[src/rtl/button_code_lock.sv]
// button_code_lock: combination-lock FSM driven by debounced button pulses.
// Each rising edge of a button line is one press. The press sequence is
// compared against Code, with an inter-press timeout, a timed unlock window
// and a lockout after MaxFails consecutive failed attempts.
//
// Ports:
//   i_clk          system clock, all logic on the rising edge
//   i_reset        synchronous, active-high reset
//   i_buttons      debounced button levels, already synchronous to i_clk
//   o_unlocked     high while the lock is open
//   o_error        one-cycle pulse per failed attempt
//   o_locked_out   high while in lockout
//   o_progress     correct presses accepted in the current attempt
//   o_fail_count   consecutive failures so far
module button_code_lock #(
  parameter int unsigned NumButtons = 4,
  parameter int unsigned CodeLength = 4,
  parameter logic [13:0] Code       = 14'h00E4,
  parameter int unsigned TimeoutMax = 99999999,
  parameter int unsigned UnlockMax  = 249999999,
  parameter int unsigned LockoutMax = 499999999,
  parameter int unsigned MaxFails   = 3,
  parameter int unsigned TimerSize  = 29
) (
  input  logic                  i_clk,
  input  logic                  i_reset,
  input  logic [NumButtons-1:0] i_buttons,
  output logic                  o_unlocked,
  output logic                  o_error,
  output logic                  o_locked_out,
  output logic [2:0]            o_progress,
  output logic [1:0]            o_fail_count
);

  typedef enum logic [2:0] {
    S_IDLE,
    S_ENTRY,
    S_OPEN,
    S_FAIL,
    S_LOCKOUT
  } state_t;

  state_t                 r_state;
  logic [TimerSize-1:0]   r_timer;
  logic [2:0]             r_progress;
  logic [1:0]             r_fail_count;
  logic [NumButtons-1:0]  r_btn_prev;
  logic                   r_unlocked;
  logic                   r_error;
  logic                   r_locked_out;

  logic [NumButtons-1:0]  w_press;
  logic                   w_any_press;
  logic                   w_single;
  logic [1:0]             w_press_idx;
  logic [15:0]            w_code_ext;
  logic [1:0]             w_expected;
  logic                   w_match;
  logic [2:0]             w_progress_inc;
  logic                   w_code_done;
  logic                   w_last_fail;

  // Rising-edge press detection
  assign w_press     = i_buttons & ~r_btn_prev;
  assign w_any_press = |w_press;
  assign w_single    = $onehot(w_press);

  // Index of the pressed button; only meaningful when exactly one bit is set
  always_comb begin
    w_press_idx = 2'd0;
    case (w_press)
      4'b0010: w_press_idx = 2'd1;
      4'b0100: w_press_idx = 2'd2;
      4'b1000: w_press_idx = 2'd3;
      default: w_press_idx = 2'd0;
    endcase
  end

  // Code entry for the current position (padded so every progress value indexes in range)
  assign w_code_ext     = {2'b00, Code};
  assign w_expected     = w_code_ext[{r_progress, 1'b0} +: 2];
  assign w_match        = w_single && (w_press_idx == w_expected);
  assign w_progress_inc = r_progress + 3'd1;
  assign w_code_done    = (w_progress_inc == 3'(CodeLength));
  assign w_last_fail    = ((r_fail_count + 2'd1) == 2'(MaxFails));

  // Lock FSM with registered Moore outputs
  always_ff @(posedge i_clk) begin
    if (i_reset) begin
      r_state      <= S_IDLE;
      r_timer      <= '0;
      r_progress   <= 3'd0;
      r_fail_count <= 2'd0;
      r_btn_prev   <= '1;
      r_unlocked   <= 1'b0;
      r_error      <= 1'b0;
      r_locked_out <= 1'b0;
    end else begin
      r_btn_prev   <= i_buttons;
      // Outputs follow the current state unless a transition below overrides them
      r_error      <= 1'b0;
      r_unlocked   <= (r_state == S_OPEN);
      r_locked_out <= (r_state == S_LOCKOUT);

      case (r_state)
        S_IDLE: begin
          r_timer <= '0;
          if (w_any_press) begin
            if (w_match) begin
              r_progress <= w_progress_inc;
              if (w_code_done) begin
                r_state      <= S_OPEN;
                r_fail_count <= 2'd0;
                r_unlocked   <= 1'b1;
              end else begin
                r_state <= S_ENTRY;
              end
            end else begin
              r_state    <= S_FAIL;
              r_progress <= 3'd0;
              r_error    <= 1'b1;
            end
          end
        end

        S_ENTRY: begin
          if (w_any_press) begin
            // A press always wins over a timeout in the same cycle
            r_timer <= '0;
            if (w_match) begin
              r_progress <= w_progress_inc;
              if (w_code_done) begin
                r_state      <= S_OPEN;
                r_fail_count <= 2'd0;
                r_unlocked   <= 1'b1;
              end
            end else begin
              r_state    <= S_FAIL;
              r_progress <= 3'd0;
              r_error    <= 1'b1;
            end
          end else if (r_timer == TimerSize'(TimeoutMax)) begin
            r_state    <= S_FAIL;
            r_timer    <= '0;
            r_progress <= 3'd0;
            r_error    <= 1'b1;
          end else begin
            r_timer <= r_timer + TimerSize'(1);
          end
        end

        S_FAIL: begin
          r_timer    <= '0;
          r_progress <= 3'd0;
          if (w_last_fail) begin
            r_state      <= S_LOCKOUT;
            r_fail_count <= 2'(MaxFails);
            r_locked_out <= 1'b1;
          end else begin
            r_state      <= S_IDLE;
            r_fail_count <= r_fail_count + 2'd1;
          end
        end

        S_OPEN: begin
          if (r_timer == TimerSize'(UnlockMax)) begin
            r_state    <= S_IDLE;
            r_timer    <= '0;
            r_progress <= 3'd0;
            r_unlocked <= 1'b0;
          end else begin
            r_timer <= r_timer + TimerSize'(1);
          end
        end

        S_LOCKOUT: begin
          if (r_timer == TimerSize'(LockoutMax)) begin
            r_state      <= S_IDLE;
            r_timer      <= '0;
            r_fail_count <= 2'd0;
            r_locked_out <= 1'b0;
          end else begin
            r_timer <= r_timer + TimerSize'(1);
          end
        end

        default: begin
          r_state    <= S_IDLE;
          r_timer    <= '0;
          r_progress <= 3'd0;
        end
      endcase
    end
  end

  assign o_unlocked   = r_unlocked;
  assign o_error      = r_error;
  assign o_locked_out = r_locked_out;
  assign o_progress   = r_progress;
  assign o_fail_count = r_fail_count;

endmodule

[config.mk]
export PLATFORM = sky130hd
export DESIGN_NAME = button_code_lock
export DESIGN_NICKNAME = d
export VERILOG_FILES = /design/src/rtl/button_code_lock.sv
export SDC_FILE = /design/constraint.sdc
export NUM_CORES = 1
export LEC_CHECK = 0
export BUFFER_PORTS_ARGS = -buffer_cell sky130_fd_sc_hd__buf_2
export CAP_MARGIN = 20
export CORE_MARGIN = 2
export CORE_UTILIZATION = 49
export CTS_BUF_LIST = sky130_fd_sc_hd__clkbuf_16
export CTS_CLUSTER_DIAMETER = 100
export DETAILED_ROUTE_END_ITERATION = 7
export PLACE_DENSITY = 0.66
export SYNTH_ARGS = -nofsm -noshare
export SYNTH_HDL_FRONTEND = slang
export SYNTH_SLANG_ARGS = --single-unit
[constraint.sdc]
create_clock -name i_clk -period 3.4 [get_ports i_clk]
set_input_delay 0.34 -clock i_clk [delete_from_list [all_inputs] [get_ports i_clk]]
set_output_delay 0.34 -clock i_clk [all_outputs]
set_load 0.02 [all_outputs]
==> results.yml <==
outcome:
  outcome: "complete, no violations"
cells_and_area:
  fill_cells: 448
  diodes: 0
  multi_input_area_mm2: 0.00136
  area_growth_pct: 11.5
  fin_nets: 303
  regArea_um2: 881
  drive_gt1_share_pct: 11.1
critical_path:
  crit_type: "reg2reg"
  critPathRequiredTime_ns: 3.55
  crit_arrival_ns: 3.25
  cp_max_fo: 5
  worstSetupEndpointType: "register"
  cp-start-kind: "register"
sta:
  rsz0062_at_grt: "false"
  clock.fmax_mhz: 323
  final-max-slew-violation-count: 0
  layout_setup_ws_ns: 0.303
  tightest_slew_ns: 0.532
  finalCritPeriodShare_pct: 91.1
  finalSetupTns_ns: 0
  fin_crit_ns: 3.10
  setup_violations: 0
  finalHoldViolCount: 0
  slew_headroom_pct: 64.3
  clock_skew_ns: 0.00694
yosys:
  async_flop_share_pct: 0
  yosysWarningCount: 0
  ys_top_cells_by_area: "dfxtp_1 (38%), nor2_1 (8.2%), xor2_1 (5.6%), xnor2_1 (5.3%), ha_1 (4.3%)"
  ys_ff_latch: 44
  netlist_instances: 277
  synth.yosys.seq_area_share_pct: 37.8
  yosys.area.top_type: "dfxtp_1"
  synth_area_per_cell_um2: 8.41
  synth_nets: 291
  synth_edf_count: 0
  synthFlopType: "dfxtp_1"
  syn_area_mm2: 0.00233
  ys_types: 47
  synth_top_cell_area_share_pct: 37.8
  synth_common_cells: "nor2_1 (51), dfxtp_1 (44), nand2_1 (17)"
  yosysMostFrequentCell: "nor2_1"
clock_network:
  clock_latency_ns: 0.28
  numCtsBuffers: 5
  cts_buffer_depth: 2
  post_cts_buffers: 0
  clk_pin_slew_ns: 0.06
  cts_tree: "built"
  root_buffer: "clkbuf_16"
  ctsHoldBuffers: 0
  cts_resized: 0
  cts_num_sinks: 44
  cts_max_level: 2
min_path:
  hold_path_class: "in2reg"
routing:
  viasPerCell: 5.72
  drt_wl_total_mm: 4.54
  first_pass_iters: 4
  postRouteAntennaNets: 0
  wire_per_inst_um: 13.2
  vias: 1962
  first_iter_violations: 88
  drcViolationCount: 0
placed_design:
  hpwl_mm: 3.23
  gp_congestion: 0.840
  place_ws_ns: 0.189
  numPortBuffers: 13
global_route:
  grt_pass1_vias: 1789
  grt_usage_pct: 19.0
  overflow: 0
  grt_pass1_wl_mm: 7.98
  grt_max_degree: 29
  antenna_found_initial: 0
power:
  pwr-share-seq_pct: 42.2
  combPwrFrac_pct: 11.4
  power_leakage_nw: 0.925
  switching_share_pct: 22.8
  p_per_area_mw_per_mm2: 500
  ir_drop_mv: 0.248
  intPower_mw: 1.00
  p_clk_share_pct: 46.4
  p_sw_mw: 0.296
floorplanning:
  core_area_mm2: 0.00466
  row_count: 25
  start_util_pct: 50.0
  die_y_um: 72.9
  ios: 14
  die_area_mm2: 0.00532
  die_w_um: 72.9
job:
  max_cap_viol_count: 0
[worst paths after layout]
path	startpoint	end	slack, ns	cells after the start
min reg2reg	r_timer[0]	r_timer[0]	0.48	1
max	r_btn_prev[0]	o_fail_count[0]	0.30	11
min	i_buttons[1]	r_btn_prev[1]	0.26	2
max reg2reg	r_btn_prev[0]	o_fail_count[0]	0.30	11
[power groups by stage]
stage               Sequential [mW]  Combinational, mW  Clock [mW]
finish                        0.548              0.149       0.602
global route                  0.551              0.170       0.646
CTS                           0.548              0.149       0.621
detailed placement            0.559              0.148           0
global placement              0.559              0.147           0
floorplan                     0.559              0.121           0
[stage by stage]
stage                     total power [mW]  cell area, um^2  hold slack, ns  util [%]  cells
final                                 1.30             2600           0.260      55.7    343
after global routing                  1.37             2600           0.258      55.7    343
after CTS                             1.32             2600           0.252      55.7    343
after detailed placement             0.707             2410           0.469      51.7    336
after global placement               0.706             2410           0.457      51.7    336
after floorplan                      0.680             2330           0.438         -    277
[layout make-up]
type                       instances  share of cell area (%)
multi-input combinational        215                    52.2
sequential                        44                    33.9
clock buffer                       5                    4.82
timing repair buffer              14                    2.80
tap                               54                    2.60
clock inverter                     2                    2.31
inverter                           9                    1.30
[kinds of logic (layout without fill, tap and decap cells)]
| logic type | after synthesis | after routing | synth area share [%] |
|---|---|---|---|
| flip-flops | 44 | 44 | 37.8 |
| buffers and inverters | 18 | 30 | 3.92 |
| AND/OR/NAND/NOR | 147 | 147 | 34.2 |
| adder cells (fa/ha/maj) | 8 | 8 | 4.30 |
| AO/OA/AOI/OAI | 31 | 31 | 8.81 |
| XOR/XNOR | 29 | 29 | 10.9 |
[layer usage]
metal / GRT usage [%] / wire length, um / vias up
met1: 23.9 / 2150 / 928
li1: - / - / 991
met4: 6.38 / 40 / 0
met5: 0 / 0 / -
met2: 31.5 / 2190 / 39
met3: 4.97 / 169 / 4
[cells in the final DEF, fill, tap and decap left out, types with 4 or more instances in the layout]
master / n
nor2_1: 51
nand2b_1: 7
o21ai_0: 6
dfxtp_1: 44
nand2_1: 17
nand3_1: 13
buf_2: 13
ha_1: 8
clkbuf_16: 5
xor2_1: 15
xnor2_1: 14
nand4_1: 13
a21oi_1: 4
inv_1: 9
nand4b_1: 6
nor3_1: 7
or2_2: 4
and3_1: 8
[worst max-delay path, cell delays in order, from the launching register on]
cell	delay [ns]
dfxtp_1	0.30
nor2b_1	0.19
inv_1	0.08
ha_1	0.30
ha_1	0.28
ha_1	0.18
ha_1	0.28
nor4b_1	0.44
o211ai_1	0.21
and3_1	0.25
o31ai_1	0.33
a221oi_1	0.12
[registers in the layout (all words and copies together) (netlist names)]
| register | count |
|---|---|
| r_timer | 29 |
| r_btn_prev | 4 |
| o_progress | 3 |
| r_state | 3 |
| o_fail_count | 2 |
| o_error | 1 |
| o_locked_out | 1 |
| o_unlocked | 1 |
No activity file was read; power rests on OpenSTA's default activity.
